$ cat src/rtl/mem_access_unit.sv
// ============================================================================
// mem_access_unit
//   Load/store sequencer in front of a 32x8 registered-read data memory.
//   Revision: 1.0
// ============================================================================
`default_nettype none

module mem_access_unit #(
   parameter int ADDR_WIDTH = 5,
   parameter int DATA_WIDTH = 8,
   parameter int CNT_WIDTH  = 8
) (
   input  logic                  clock,
   input  logic                  reset,
   input  logic                  req_valid,
   input  logic                  req_write,
   input  logic [ADDR_WIDTH-1:0] req_addr,
   input  logic [DATA_WIDTH-1:0] req_wdata,
   output logic                  req_ready,
   output logic                  signal_memread,
   output logic                  signal_memwrite,
   output logic [ADDR_WIDTH-1:0] address,
   output logic [DATA_WIDTH-1:0] data_to_write,
   input  logic [DATA_WIDTH-1:0] mem_data_out,
   output logic                  resp_valid,
   output logic [DATA_WIDTH-1:0] resp_data,
   input  logic                  resp_ready,
   output logic [CNT_WIDTH-1:0]  load_count,
   output logic [CNT_WIDTH-1:0]  store_count
);

   localparam logic [CNT_WIDTH-1:0] c_CNT_INC = CNT_WIDTH'(1);

   typedef enum logic [1:0] {
      ST_IDLE  = 2'd0,
      ST_ISSUE = 2'd1,
      ST_WAIT  = 2'd2,
      ST_RESP  = 2'd3
   } state_t;

   state_t                r_state;
   logic                  r_req_ready;
   logic                  r_memread;
   logic                  r_memwrite;
   logic [ADDR_WIDTH-1:0] r_address;
   logic [DATA_WIDTH-1:0] r_wdata;
   logic                  r_resp_valid;
   logic [DATA_WIDTH-1:0] r_resp_data;
   logic [CNT_WIDTH-1:0]  r_load_count;
   logic [CNT_WIDTH-1:0]  r_store_count;

   // Strobes are cleared by the async reset, so an in-flight store never reaches its commit edge.
   always_ff @(posedge clock or posedge reset) begin
      if (reset) begin
         r_state       <= ST_IDLE;
         r_req_ready   <= 1'b1;
         r_memread     <= 1'b0;
         r_memwrite    <= 1'b0;
         r_address     <= '0;
         r_wdata       <= '0;
         r_resp_valid  <= 1'b0;
         r_resp_data   <= '0;
         r_load_count  <= '0;
         r_store_count <= '0;
      end else begin
         unique case (r_state)
            ST_IDLE: begin
               if (req_valid) begin
                  r_address   <= req_addr;
                  r_wdata     <= req_wdata;
                  r_req_ready <= 1'b0;
                  r_state     <= ST_ISSUE;
                  if (req_write) begin
                     r_memwrite    <= 1'b1;
                     r_store_count <= r_store_count + c_CNT_INC;
                  end else begin
                     r_memread    <= 1'b1;
                     r_load_count <= r_load_count + c_CNT_INC;
                  end
               end
            end
            ST_ISSUE: begin
               r_memread  <= 1'b0;
               r_memwrite <= 1'b0;
               if (r_memwrite) begin
                  r_req_ready <= 1'b1;
                  r_state     <= ST_IDLE;
               end else begin
                  r_state <= ST_WAIT;
               end
            end
            ST_WAIT: begin
               r_resp_data  <= mem_data_out;
               r_resp_valid <= 1'b1;
               r_state      <= ST_RESP;
            end
            ST_RESP: begin
               if (resp_ready) begin
                  r_resp_valid <= 1'b0;
                  r_req_ready  <= 1'b1;
                  r_state      <= ST_IDLE;
               end
            end
            default: begin
               r_memread    <= 1'b0;
               r_memwrite   <= 1'b0;
               r_resp_valid <= 1'b0;
               r_req_ready  <= 1'b1;
               r_state      <= ST_IDLE;
            end
         endcase
      end
   end

   assign req_ready       = r_req_ready;
   assign signal_memread  = r_memread;
   assign signal_memwrite = r_memwrite;
   assign address         = r_address;
   assign data_to_write   = r_wdata;
   assign resp_valid      = r_resp_valid;
   assign resp_data       = r_resp_data;
   assign load_count      = r_load_count;
   assign store_count     = r_store_count;

endmodule

`default_nettype wire

$ cat config.mk
export PLATFORM = sky130hd
export DESIGN_NAME = mem_access_unit
export DESIGN_NICKNAME = d
export VERILOG_FILES = /design/src/rtl/mem_access_unit.sv
export SDC_FILE = /design/constraint.sdc
export NUM_CORES = 1
export LEC_CHECK = 0
export CAP_MARGIN = 5
export CORE_UTILIZATION = 45
export CTS_CLUSTER_SIZE = 40
export DETAILED_ROUTE_END_ITERATION = 8
export PLACE_DENSITY = 0.81
export SLEW_MARGIN = 20
export SYNTH_ARGS = -nofsm -noshare
export SYNTH_HDL_FRONTEND = slang
export SYNTH_SLANG_ARGS = --single-unit
$ cat constraint.sdc
create_clock -name clock -period 4.5 [get_ports clock]
set_input_delay 0.45 -clock clock [delete_from_list [all_inputs] [get_ports clock]]
set_output_delay 0.45 -clock clock [all_outputs]
set_load 0.005 [all_outputs]
# Yosys cells after proc, flatten, opt, wreduce, memory -nomap -nowiden
# Index checks and enable logic that the tools add are counted.
[classes]
addsub = 2
n_eq_ne = 8
n_mux = 16
bitwise = 1
n_reduce_logical = 12
[ops]
columns = ["cell", "count"]
rows = [
  ["$add 8x1->8 const B", 2],
  ["$reduce_and 3->1", 4],
  ["$ne 2x2->1 const B", 5],
  ["$mux 1", 8],
  ["$pmux 2 s4", 1],
  ["$mux 2", 3],
  ["$pmux 1 s2", 3],
  ["$reduce_and 2->1", 3],
  ["$eq 2x2->1 const B", 2],
  ["$reduce_and 4->1", 1],
  ["$reduce_bool 2->1", 2],
  ["$pmux 1 s3", 1],
  ["$reduce_bool 3->1", 1],
  ["$eq 2x1->1 const B", 1],
  ["$logic_not 2->1", 1],
  ["$not 1->1", 1],
]
[totals]
regBits = 43
inputBits = 26
out_inout_bits = 41
word_cells = 49

# Depth between registers and ports, before layout
# Gate-level depths: netlist of run 1.
[logic_depth]
depth_word = 3
mapped_depth = 4
ltp_nobuf = 4

# Worst setup path before layout of run 1
# Ideal clock, no wire load.
[synth_timing]
kind = "reg-to-reg"
startpoint = "register r_state[0]"
endpoint = "register r_load_count[1], in the netlist load_count[1]"
setup_time_ns = 0.125
arrival_ns = 1.296
path_slack_ns = 3.079
path_stages_with_launch = 4
n_path_buf = 1
period_less_slack_ns = 1.421
path_cell_list = "dfrtp_1 -> buf_2 -> nor4b_4 -> mux2_2"
[synth_via]
elab_chain_cells = 2
[synth_rtl]
columns = ["element", "line", "text"]
rows = [
  ["start, declared", "41", "state_t r_state;"],
  ["start signal, assigned", "55", "r_state <= ST_IDLE;"],
  ["start signal, assigned", "72", "r_state <= ST_ISSUE;"],
  ["start signal, assigned", "87", "r_state <= ST_IDLE;"],
  ["$logic_not 2->1", "66", "unique case (r_state)"],
  ["$reduce_and 3->1 (no line)", "n/a", ""],
  ["end signal, assigned", "78", "r_load_count <= r_load_count + c_CNT_INC;"],
  ["end, declared", "49", "logic [CNT_WIDTH-1:0] r_load_count;"],
]
# Every way passes these cells.
# A chain may end at the register's enable or synchronous reset.

# Final worst setup path of run 1
[layout_timing]
startpoint = "input port req_valid"
endpoint = "register r_wdata[1], in the netlist data_to_write[1]"
[layout_via]
elab_chain_cells = 1
[layout_rtl]
columns = ["element", "line", "text"]
rows = [
  ["start, declared", "15", "input logic req_valid,"],
  ["$reduce_and 2->1 (no line)", "n/a", ""],
  ["end signal, assigned", "70", "r_wdata <= req_wdata;"],
  ["end, declared", "46", "logic [DATA_WIDTH-1:0] r_wdata;"],
]
# Every way passes these cells.

==> impl_metrics.env, run 1 <==
export IMPL_finish_net_count=227
export IMPL_grt_pass1_vias=1287
export IMPL_drt_vias_per_instance=5.05
export IMPL_die_h_um=65.0
export IMPL_setup_viol=0
export IMPL_die_w_um=65.0
export IMPL_synth_top_family_by_area="multiplexers"
export IMPL_nFillCells=301
export IMPL_synthAdderAreaFrac_pct=1.40
export IMPL_final_max_slew_viol_count=0
export IMPL_worst_ep_required_time_ns=4.67
export IMPL_cts_root_buf="clkbuf_8"
export IMPL_synth_xor_area_share_pct=6.86
export IMPL_clock_path_buffers=2
export IMPL_hp_start="load_count[7]"
export IMPL_drive_gt1_share_pct=19.6
export IMPL_finalClockSkew_ns=0.00461
export IMPL_grt_pass1_wl_um=5990
export IMPL_initial_core_util_pct=47.8
export IMPL_diodes=0
export IMPL_rr_endpoint="data_to_write[1]"
export IMPL_hp_class="reg -> reg"
export IMPL_gp_congestion=0.712
export IMPL_max_freq_mhz=512
export IMPL_wire_per_inst_um=14.3
export IMPL_detail_route_antenna_nets=0
export IMPL_htreeDepth=2
export IMPL_io_pins=67
export IMPL_gr_usage_met1_pct=22.4
export IMPL_wl_um=3520
export IMPL_r2r_slack_ns=2.72
export IMPL_synth_cell_type_count=31
export IMPL_met3_usage_pct=7.39
export IMPL_relSlewSlack_pct=48.9
export IMPL_yosys_warnings=0
export IMPL_track_usage_pct=18.8
export IMPL_cts_sinks=43
export IMPL_tightest_slew_ns=0.765
export IMPL_global_route_usage_met2_pct=31.5
export IMPL_ir_drop_uv=395
export IMPL_grt_setup_unrepaired="no"
export IMPL_drt_iter0_markers=21
export IMPL_worstSetupEndpointType="register"
export IMPL_hold_depth=1
export IMPL_dp_hpwl_um=2630
export IMPL_port_buffers=66
export IMPL_synth_seq_cells=43
export IMPL_post_cts_setup_buffers=0
export IMPL_crit_path_max_fanout=16
export IMPL_worstPathArrival_ns=2.13
export IMPL_syn_nets=156
export IMPL_vias=1247
export IMPL_synthMuxAreaShare_pct=14.5
export IMPL_cts_resized_gates=0
export IMPL_busiest_layer="met2"
export IMPL_rows=22
export IMPL_cap_violations=0
export IMPL_setup_tns_ns=0
export IMPL_place_area_sq_mm=0.00250
export IMPL_first_pass_iters=4
export IMPL_globalRoute_totalOverflow=0
export IMPL_synth_cells=128
export IMPL_cts_tree="yes"
export IMPL_grt_max_degree=44
export IMPL_cts_hold_buffers=0
export IMPL_p_leak_nw=1.09
export IMPL_cts_buffers=5
export IMPL_clk_latency_ns=0.29
export IMPL_hold_viol_final=0
export IMPL_r2r_cells=2
export IMPL_p_per_area_mw_per_mm2=579
export IMPL_synth_area_per_cell_sq_um=14.0
export IMPL_synth_seq_area_share_pct=60.3
export IMPL_syn_cell_area_sq_mm=0.00179
export IMPL_antenna_found_initial=0
export IMPL_worst_setup_path_start_kind="input port"
export IMPL_area_growth_syn_to_layout_pct=44.5
export IMPL_die_area_sq_mm=0.00423
export IMPL_finalCritPeriodShare_pct=43.4
export IMPL_crit_type="in -> reg"
export IMPL_drc=0
export IMPL_core_area_sq_mm=0.00374
export IMPL_synth_simple_area_share_pct=12.1
export IMPL_synth_compound_area_share_pct=2.94
export IMPL_status="completed"
export IMPL_min_period_ns=1.95
export IMPL_hold_path_end="load_count[7]"
export IMPL_r2r_start="r_state[0]"
export IMPL_clk_pin_slew_ns=0.07
export IMPL_final_area_sq_mm=0.00258
==> layer usage <==
metal	up-vias	share of wire [%]
met1	591	42
met3	2	10
met5	-	0
met2	63	47
met4	0	0.82
li1	591	-
==> through the flow <==
| stage | hold WS, ns | utilization [%] | total power [mW] | std cells | setup WS, ns |
|---|---|---|---|---|---|
| floorplan | 0.465 | - | 0.917 | 128 | 3.05 |
| global placement | 0.456 | 66.7 | 1.24 | 240 | 2.32 |
| detailed placement | 0.462 | 66.7 | 1.27 | 240 | 2.25 |
| CTS | 0.478 | 69.0 | 1.51 | 247 | 2.56 |
| global route | 0.498 | 69.0 | 1.60 | 247 | 2.44 |
| finish | 0.475 | 69.0 | 1.50 | 247 | 2.55 |
==> cell families (layout without fill, tap and decap cells) <==
kind of cell / count (synthesis) / in the layout
flops: 43 / 43
simple gates: 30 / 30
mux: 23 / 23
xor+xnor: 14 / 14
compound gates: 9 / 9
buf+inv: 7 / 78
fa+ha+maj: 2 / 2
==> sequential cells by signal, summed over array words and instances (netlist names), named ones only <==
name             flops
resp_valid           1
req_ready            1
r_state              1
address              5
resp_data            8
signal_memwrite      1
store_count          8
load_count           8
data_to_write        8
signal_memread       1
==> cell usage in the layout (no fill, tap or decap), types with 2 or more instances in the layout <==
cell type and count:
nor3_1 2, nand3_1 5, xnor2_1 9, xor2_1 5, dfrtp_1 42, nand2_1 4
mux2_2 23, nand4_1 4, a21oi_1 4, a31oi_1 2, clkbuf_8 6, clkdlybuf4s50_1 66
and3_1 2, ha_1 2, inv_1 4, nor2_1 2
==> synth_stat cells, drive strengths merged <==
cell type	count	area share [%]
and4bb	1	0.70
mux2	23	14
ha	2	1.4
or3b	1	0.63
inv	4	0.84
nor2	3	0.77
nand3	5	1.4
a22oi	1	0.42
xnor2	9	4.4
nor3b	1	1.0
xor2	5	2.4
or2	1	0.35
nand3b	1	0.42
dfrtp	42	59
a21o	1	0.42
a21oi	4	1.1
and3	2	0.70
or2b	1	0.42
nor3	2	0.56
buf	3	1.1
dfstp	1	1.5
nor4	1	0.70
nand2b	1	0.35
nand4	4	1.4
a31oi	2	0.70
o21ai	1	0.28
nor4b	1	1.3
nand2	4	0.84
and4	1	0.49
==> critical path, stage by stage <==
cell	delay, ns
clkdlybuf4s50_1	0.57
nor3b_4	0.69
mux2_2	0.41
==> layout make-up <==
cell class | count | area, sq um | share of cell area (%)
Sequential cell | 43 | 1080 | 41.7
Multi-Input combinational cell | 78 | 676 | 26.2
Timing Repair Buffer | 67 | 668 | 25.9
Clock buffer | 6 | 82.6 | 3.20
Tap cell | 48 | 60.1 | 2.32
Inverter | 4 | 15.0 | 0.581
Clock inverter | 1 | 5.00 | 0.194
==> power breakdown <==
part           internal [mW]  switching [mW]  leakage (nW)  total (mW)
logic                  0.406           0.181         0.513       0.587
registers              0.540           0.131         0.530       0.670
clock network          0.120           0.118        0.0470       0.238
total                   1.07           0.430          1.09        1.50
==> how the worst max path moves through the flow <==
stage,startpoint,to
after floorplan,reset,asynchronous set/reset pin
after global placement,req_valid,data_to_write[2]
after detailed placement,req_valid,data_to_write[0]
after CTS,req_valid,data_to_write[6]
after global routing,req_valid,store_count[5]
final,req_valid,data_to_write[1]
No activity file was read; power rests on OpenSTA's default activity.
==> inputs of run 2 (changes only) <==
--- a/config.mk
+++ b/config.mk
@@ -6,10 +6,10 @@
 export NUM_CORES = 1
 export LEC_CHECK = 0
 export CAP_MARGIN = 5
-export CORE_UTILIZATION = 45
+export CORE_UTILIZATION = 39
 export CTS_CLUSTER_SIZE = 40
 export DETAILED_ROUTE_END_ITERATION = 8
-export PLACE_DENSITY = 0.81
+export PLACE_DENSITY = 0.75
 export SLEW_MARGIN = 20
 export SYNTH_ARGS = -nofsm -noshare
 export SYNTH_HDL_FRONTEND = slang
==> constraint.sdc (replaced) <==
create_clock -name clock -period 1.65 [get_ports clock]
set_input_delay 0.165 -clock clock [delete_from_list [all_inputs] [get_ports clock]]
set_output_delay 0.165 -clock clock [all_outputs]
set_load 0.005 [all_outputs]
==> run 2 against run 1 <==
Against the previous run: clock power grew to 2.6 times the previous value; routed wire length is 3.8% higher; cell area is 2.2% higher; hold slack worse by 0.26 ns; largest cell class unchanged; cell count is 4.5% higher; die area is 15% higher; sequential share of layout area is 0.84 points lower; clock skew is 0.0043 ns higher; count of clock-buffer cells in the layout is 2 higher.
==> impl_metrics.env, run 2 (synthesized netlist as in run 1, its figures left out) <==
export IMPL_drt_iter0_markers=51
export IMPL_area_growth_syn_to_layout_pct=47.7
export IMPL_clk_latency_ns=0.29
export IMPL_track_usage_pct=16.0
export IMPL_rows=24
export IMPL_die_area_sq_mm=0.00486
export IMPL_finalNonFillerCells=258
export IMPL_status="completed"
export IMPL_drc=0
export IMPL_pre_cts_slack_ns=-0.106
export IMPL_wire_per_inst_um=14.2
export IMPL_nFillCells=346
export IMPL_regArea_sq_mm=0.00108
export IMPL_path_cells="or3b_4 > nor4_2 > xor2_1"
export IMPL_cts_hold_buffers=0
export IMPL_clock_path_buffers=2
export IMPL_wl_um=3650
export IMPL_multiInputGateArea_sq_um=676
export IMPL_htreeDepth=2
export IMPL_worstSetupEndpointType="register"
export IMPL_vias=1287
export IMPL_final_max_slew_viol_count=0
export IMPL_hold_viol_final=0
export IMPL_relSlewSlack_pct=75.8
export IMPL_initial_core_util_pct=40.8
export IMPL_p_per_area_mw_per_mm2=1560
export IMPL_drive_gt1_share_pct=21.4
export IMPL_cap_violations=0
export IMPL_crit_slowest_cell="dfrtp_2"
export IMPL_worst_ep_required_time_ns=1.86
export IMPL_detail_route_antenna_nets=0
export IMPL_place_area_sq_mm=0.00256
export IMPL_cts_buffers=5
export IMPL_crit_path_max_fanout=12
export IMPL_io_pins=67
export IMPL_finalCritPeriodShare_pct=92.7
export IMPL_core_area_sq_mm=0.00438
export IMPL_drt_vias_per_instance=4.99
export IMPL_dp_hpwl_um=2730
export IMPL_gp_congestion=0.749
export IMPL_dp_cells=250
export IMPL_die_h_um=69.7
export IMPL_grt_max_degree=26
export IMPL_hp_class="in -> async"
export IMPL_r2r_cells=3
export IMPL_diodes=0
export IMPL_cts_tree="yes"
export IMPL_finish_net_count=233
export IMPL_slowest_delay_ns=0.50
export IMPL_cts_root_buf="clkbuf_8"
export IMPL_port_buffers=66
export IMPL_first_pass_iters=4
export IMPL_crit_type="reg -> reg"
export IMPL_layout_common_cells="clkdlybuf4s50_1, dfrtp_1, mux2_2, xnor2_1, buf_4"
export IMPL_setup_viol=0
export IMPL_min_period_ns=1.53
export IMPL_rr_endpoint="load_count[7]"
export IMPL_grt_setup_unrepaired="no"
export IMPL_endpoint="load_count[7]"
export IMPL_max_freq_mhz=654
export IMPL_antenna_found_initial=0
export IMPL_grt_pass1_vias=1314
export IMPL_cts_sinks=43
export IMPL_ir_drop_uv=794
export IMPL_setup_slack_ns=0.121
export IMPL_p_leak_nw=1.11
export IMPL_tightest_slew_ns=0.362
export IMPL_globalRoute_totalOverflow=0
export IMPL_finalClockSkew_ns=0.00896
export IMPL_finalPower_mw=4.11
export IMPL_die_w_um=69.7
export IMPL_r2r_slack_ns=0.12
export IMPL_grt_pass1_wl_um=6240
export IMPL_layout_commonest_cell="clkdlybuf4s50_1"
export IMPL_setup_tns_ns=0
export IMPL_worstPathArrival_ns=1.74
export IMPL_final_area_sq_mm=0.00264
export IMPL_worst_setup_path_start_kind="register"
export IMPL_clk_pin_slew_ns=0.08
## run 2: per-stage QoR
step           util [%]  hold WS (ns)
6_report           60.2         0.219
5_1_grt            60.2         0.246
2_1_floorplan         -         0.272
3_3_place_gp       58.4         0.465
3_5_place_dp       58.4         0.474
4_1_cts            60.2         0.231
## run 2: worst min path at each step
stage | end | slack (ns)
2_1_floorplan | register | 0.27
3_3_place_gp | store_count[7] | 0.47
3_5_place_dp | resp_valid | 0.47
4_1_cts | data_to_write[5] | 0.23
5_1_grt | data_to_write[1] | 0.25
6_report | data_to_write[4] | 0.22
## run 2: repair_timing
| action | in CTS | in global routing |
|---|---|---|
| hold endpoints to repair | 0 | 0 |
| resized for setup | 0 | 1 |
| setup endpoints to repair | 0 | 1 |
| setup buffers | 0 | 0 |
## run 2: worst max-delay path, delay by kind of cell (launching register included)
kind / cells / cell delay [ns]
flip-flops: 1 / 0.50
AND/OR/NAND/NOR: 2 / 0.77
XOR/XNOR: 1 / 0.18
## run 2: routing by layer
metal  track usage, %  wire, um  vias up
li1                 -         -      604
met3             6.10       312        4
met1             20.2      1540      615
met2             25.9      1780       64
met5                0         0        -
met4             4.00        25        0
## run 2: area by class of cell
| type | instances | share of cell area, % |
|---|---|---|
| clock buffer | 8 | 3.03 |
| inverter | 4 | 0.569 |
| multi-input combinational | 78 | 25.6 |
| sequential | 43 | 40.9 |
| tap | 52 | 2.46 |
| timing repair buffer | 73 | 27.5 |
## run 2: power breakdown
part | switching (mW) | total (mW) | internal, mW | leakage [nW]
Sequential | 0.346 | 1.82 | 1.47 | 0.529
Combinational | 0.509 | 1.67 | 1.16 | 0.542
Clock | 0.323 | 0.623 | 0.301 | 0.0395
==> RTL change 1 (settings of run 1) <==
Reset style: synchronous (`reset`), changed in one clocked block. Comments in the files are not updated.
--- a/src/rtl/mem_access_unit.sv
+++ b/src/rtl/mem_access_unit.sv
@@ -50,7 +50,7 @@
    logic [CNT_WIDTH-1:0]  r_store_count;
 
    // Strobes are cleared by the async reset, so an in-flight store never reaches its commit edge.
-   always_ff @(posedge clock or posedge reset) begin
+   always_ff @(posedge clock) begin
       if (reset) begin
          r_state       <= ST_IDLE;
          r_req_ready   <= 1'b1;
Formal check against the unedited RTL: differs if reset is asserted again (counterexample within 4 cycles, from zero or initial values and one cycle with reset high); with reset held inactive, the same outputs for 10 cycles.
==> RTL change 1 against run 1 <==
Non-clock buffer count grew 1; cell area fell by 1.8%; sequential cell count stayed put; worst setup slack worse by 0.23 ns; largest cell class unchanged; critical endpoint is now store_count[4]; final cell count grew 28%; routed wire length grew 14%; synthesized area is 2.5% lower; sequential share of layout area down 7.8 points.
Power is not compared: it rests on default switching activity, and its combinational part moved more than twofold at a synthesized area within 25%.
==> RTL change 1: results (changes against run 1) <==
metric;value;unit;change
largest_net_degree_at_the_start_of_global_routing;25;;-43%
outcome;complete, no violations;;
synth_area_leaders;dfxtp_1 (49%), nand2_1 (11%), a21oi_1 (10%);;
synth_cell_types;34;;+9.7%
top_cell_types_by_occurrence_after_synthesis;nand2_1 (49), dfxtp_1 (43), a21oi_1 (35), clkbuf_1 (10);;
final_layout_size_suffix_gt1_share;5.948;%;-14 points
compound_cell_area_share_of_the_yosys_netlist;16.80;%;+14 points
antenna_found_initial;0;;unchanged
syn_nets;234;;+50%
place_ws;2.018;ns;-0.2323 ns
clk_transition_reported_paths;0.08;ns;
total_leakage_power;0.8778;nW;
yosys.area_share.xor_xnor;1.005;%;-5.9 points
vias;1639;;+31%
hold_path_startpoint;resp_data[4];;
synth-adder-area-share;1.436;%;+0.036 points
final_net_count;296;;+30%
ys.warnings.count;0;;unchanged
globalRouteTotalUtil;20.67;%;+1.9 points
route.final.wire_length;4005;um;+14%
post-dp-hpwl;2783;um;+6.0%
worst-endpoint-arrival;2.40;ns;+0.27 ns
worst_hold_path_stage_count;2;;+1
worstPathMaxFanout;17;;+1
clockRootBuffer;clkbuf_8;;
global_route_wire_length_before_repair;6603;um;+10%
asyncSetResetFlopFracSynth;0;%;-100 points
vdd.ir_drop.worst;0.2551;mV;
filler_cell_count;331;;+10%
drt_iter0_drc;102;;+390%
holdPathEnd;resp_data[4];;
slowest_delay;0.62;ns;-0.07 ns
clock_path_buffers;2;;unchanged
max_slew_margin;50.10;%;+1.2 points
via_count_of_the_first_global_routing_pass;1444;;+12%
r2r_cells;3;;+1
reg2reg_to;store_count[4];;
timing.hold.worst.class;reg2reg;;
synth.mux.area_fraction;2.441;%;-12 points
synth_sequential_area_ratio;49.39;%;-11 points
gp_congestion;0.8412;;+18%
critPathSlowestCell;or3b_1;;
setup_slack_reg_to_reg;2.60;ns;-0.12 ns
insertedDiodeCount;0;;unchanged
clk_latency;0.29;ns;about the same
clock_skew_after_layout;0.006215;ns;+0.001603 ns
RTL change 1: cell count changes in the layout (fill, tap and decap cells not counted), moves of 21 or more:
cell,before,now
a21oi_1,4,35
mux2_2,23,2
nand2_1,4,49
dfxtp_1,0,43
dfrtp_1,42,0
RTL change 1: metrics by stage:
step	hold slack, ns	instances	total power, W	util (%)	cell area, um2
6_report	0.4568	317	0.0008494	68.76	2536
3_3_place_gp	0.4418	309	0.0005440	65.57	2419
4_1_cts	0.4591	317	0.0008558	68.76	2536
2_1_floorplan	0.4527	206	0.0004788	-	1743
5_1_grt	0.4795	317	0.0008888	68.76	2536
3_5_place_dp	0.4483	309	0.0005466	65.57	2419
RTL change 1: layout make-up:
class                           instances  area share [%]
Timing Repair Buffer                   68           26.64
Tap cell                               48           2.368
Sequential cell                        43           33.94
Inverter                                4          0.5920
Clock inverter                          2           1.381
Clock buffer                            6           3.256
Multi-Input combinational cell        146           31.82
RTL change 1: where the power goes:
group          total (W)  switching (W)  internal, W
Sequential      0.000417      0.0000170     0.000400
Combinational   0.000120      0.0000493    0.0000711
Clock           0.000312       0.000132     0.000180
RTL change 1: cell families after synthesis:
kind of cell / Yosys count
AND/OR/NAND/NOR: 86
AO/OA/AOI/OAI: 52
adder cells (fa/ha/maj): 2
XOR/XNOR: 2
flip-flops: 43
buffers and inverters: 17
multiplexers: 4
RTL change 1: worst max-delay path by stage:
stage	from	to	slack (ns)	cells past startpoint
floorplan	req_write	load_count[7]	2.86	3
global placement	req_valid	store_count[4]	2.06	4
detailed placement	req_valid	store_count[4]	2.02	4
CTS	req_valid	store_count[4]	2.33	4
global route	req_valid	store_count[4]	2.22	4
finish	req_valid	store_count[4]	2.32	4
RTL change 1: worst register-to-register path, delay by kind of cell, from the launching register on:
kind	cells	cell delay (ns)
DFF	1	0.43
AOI/OAI and AO/OA	1	0.15
and+or+nand+nor	2	1.24
RTL change 1: layer usage:
layer / routed length (um) / global-route usage [%] / part of all wire (%)
met1: 1792 / 24.23 / 45
met2: 1945 / 34.71 / 49
met3: 240 / 7.143 / 6.0
met4: 27 / 7.500 / 0.67
met5: 0 / 0 / 0
==> RTL change 2 (flow settings as in run 1) <==
Made on the original files. `DATA_WIDTH`: 8 -> 12.
--- a/src/rtl/mem_access_unit.sv
+++ b/src/rtl/mem_access_unit.sv
@@ -7,7 +7,7 @@
 
 module mem_access_unit #(
    parameter int ADDR_WIDTH = 5,
-   parameter int DATA_WIDTH = 8,
+   parameter int DATA_WIDTH = 12,
    parameter int CNT_WIDTH  = 8
 ) (
    input  logic                  clock,
Interface: changed (resized data_to_write, mem_data_out, req_wdata and resp_data); port bits go from 67 to 83. No check against the original RTL was run, so the function may have changed too.
==> RTL change 2 against run 1 <==
The run now ends with design-rule violations left; maximum frequency down 6.1%; sequential cell count up 8; first-iteration DRC count rose to 3.9 times the old value; via count up 14%; routed wire length up 19%; largest power group unchanged; die area up 18%; cell area up 18%; synthesized area up 19%; final cell count up 14%; worst setup slack worse by 0.13 ns; power up 27%; largest cell class unchanged.
==> RTL change 2: results (changes against run 1) <==
metric;value;unit;change
clock_skew_after_layout;0.007937;ns;+0.003325 ns
ys.warnings.count;0;;unchanged
syn_nets;181;;+16%
top_signal_layer_used;met4;;
timing.hold.worst.class;reg2reg;;
synth_area_leaders;dfrtp_1 (59%), mux2_2 (11%), mux2_4 (7.1%);;
detail_route.first_pass.iterations;6;;+2
met2_usage;27.24;%;-4.3 points
total_leakage_power;1.303;nW;+20%
outcome;complete, but fails checks;;
worst-endpoint-arrival;2.27;ns;+0.14 ns
clk_latency;0.30;ns;
clock_path_buffers;2;;unchanged
wl_met1;1887;um;+28%
antenna_found_initial;0;;unchanged
vdd.ir_drop.worst;0.3174;mV;-20%
sequentialPower;0.000819;W;+22%
final_layout_size_suffix_gt1_share;18.70;%;-0.90 points
r2r_cells;2;;unchanged
cts.repair.resized;0;;unchanged
drt-wirelength-per-cell;14.81;um;+3.9%
post-cts-setup-buffer-count;0;;unchanged
drt_iter0_drc;82;;+290%
drc_violations_left;16;;+16
clock_tree.htree_level_count;2;;unchanged
worstPathMaxFanout;17;;+1
final_net_count;265;;+17%
drv_cap;0;;unchanged
groute.layer.met3.usage;7.835;%;+0.44 points
globalRouteTotalUtil;18.21;%;-0.57 points
failed_checks;design-rule violations;;
synth_sequential_area_ratio;60.16;%;-0.087 points
top_cell_types_by_occurrence_after_synthesis;dfrtp_1 (50), mux2_2 (21), mux2_4 (10), nand2_1 (9);;
p_clk_share;14.0;%;-1.9 points
gp_congestion;0.7379;;+3.6%
synth_cell_types;29;;-6.5%
clk_transition_reported_paths;0.09;ns;+0.02 ns
tritoncts.num_buffers;5;;unchanged
detail_route.vias_per_cell;5.050;;about the same
asyncSetResetFlopFracSynth;100.0;%;unchanged
global_route_wire_length_before_repair;7100;um;+19%
post-dp-hpwl;2959;um;+13%
port_buffers;82;;+24%
met2_wirelength;1809;um;+10%
grtUsageMet1;24.29;%;+1.9 points
via_count_of_the_first_global_routing_pass;1461;;+14%
max_slew_margin;35.01;%;-14 points
largest_net_degree_at_the_start_of_global_routing;52;;+18%
switchingPower;0.0005481;W;+27%
wl_met3;444;um;+21%
insertedDiodeCount;0;;unchanged
[RTL change 2: changes by cell type after synthesis, sizes merged, moves of 2 or more]
| cell | before | now |
|---|---|---|
| buf | 3 | 5 |
| dfrtp | 42 | 50 |
| nand3 | 5 | 1 |
| xnor2 | 9 | 7 |
| nand2 | 4 | 9 |
| mux2 | 23 | 31 |
| xor2 | 5 | 7 |
| nor3 | 2 | 4 |
| nand4 | 4 | 6 |
[RTL change 2: path summary, 6_finish.rpt]
kind | slack [ns] | endpoint | from
max reg2reg | 2.61 | address[0] | r_state[0]
min reg2reg | 0.47 | store_count[7] | store_count[7]
max in group asynchronous | 3.35 | resp_data[1] | reset
min in group asynchronous | 0.63 | store_count[5] | reset
max | 2.42 | address[0] | req_valid
min | 0.47 | store_count[7] | store_count[7]
[RTL change 2: through the flow]
stage	instance area, um2	worst slack, ns	cells	total power (W)
2_1_floorplan	2123	2.822	145	0.001203
3_3_place_gp	2954	2.104	274	0.001620
3_5_place_dp	2954	2.063	274	0.001647
4_1_cts	3045	2.389	282	0.001924
5_1_grt	3047	2.323	282	0.002028
6_report	3047	2.420	282	0.001899
[RTL change 2: kinds of logic after synthesis]
kind of cell	count (synthesis)	share of synthesized area [%]
mux	31	18.21
xor+xnor	14	5.775
fa+ha+maj	2	1.178
simple gates	31	9.369
compound gates	8	2.181
flops	51	60.17
buf+inv	8	3.123
[RTL change 2: final cells by class]
cell class,count,area (um2)
fill,347,1398
sequential,51,1277
timing repair buffer,82,820.8
multi-input combinational,86,779.5
clock buffer,7,86.33
tap,52,65.06
inverter,3,12.51
clock inverter,1,5.005
[RTL change 2: worst max-delay path, stage by stage]
cell,delay [ns]
clkdlybuf4s50_1,0.56
nor3b_4,0.84
mux2_2,0.42
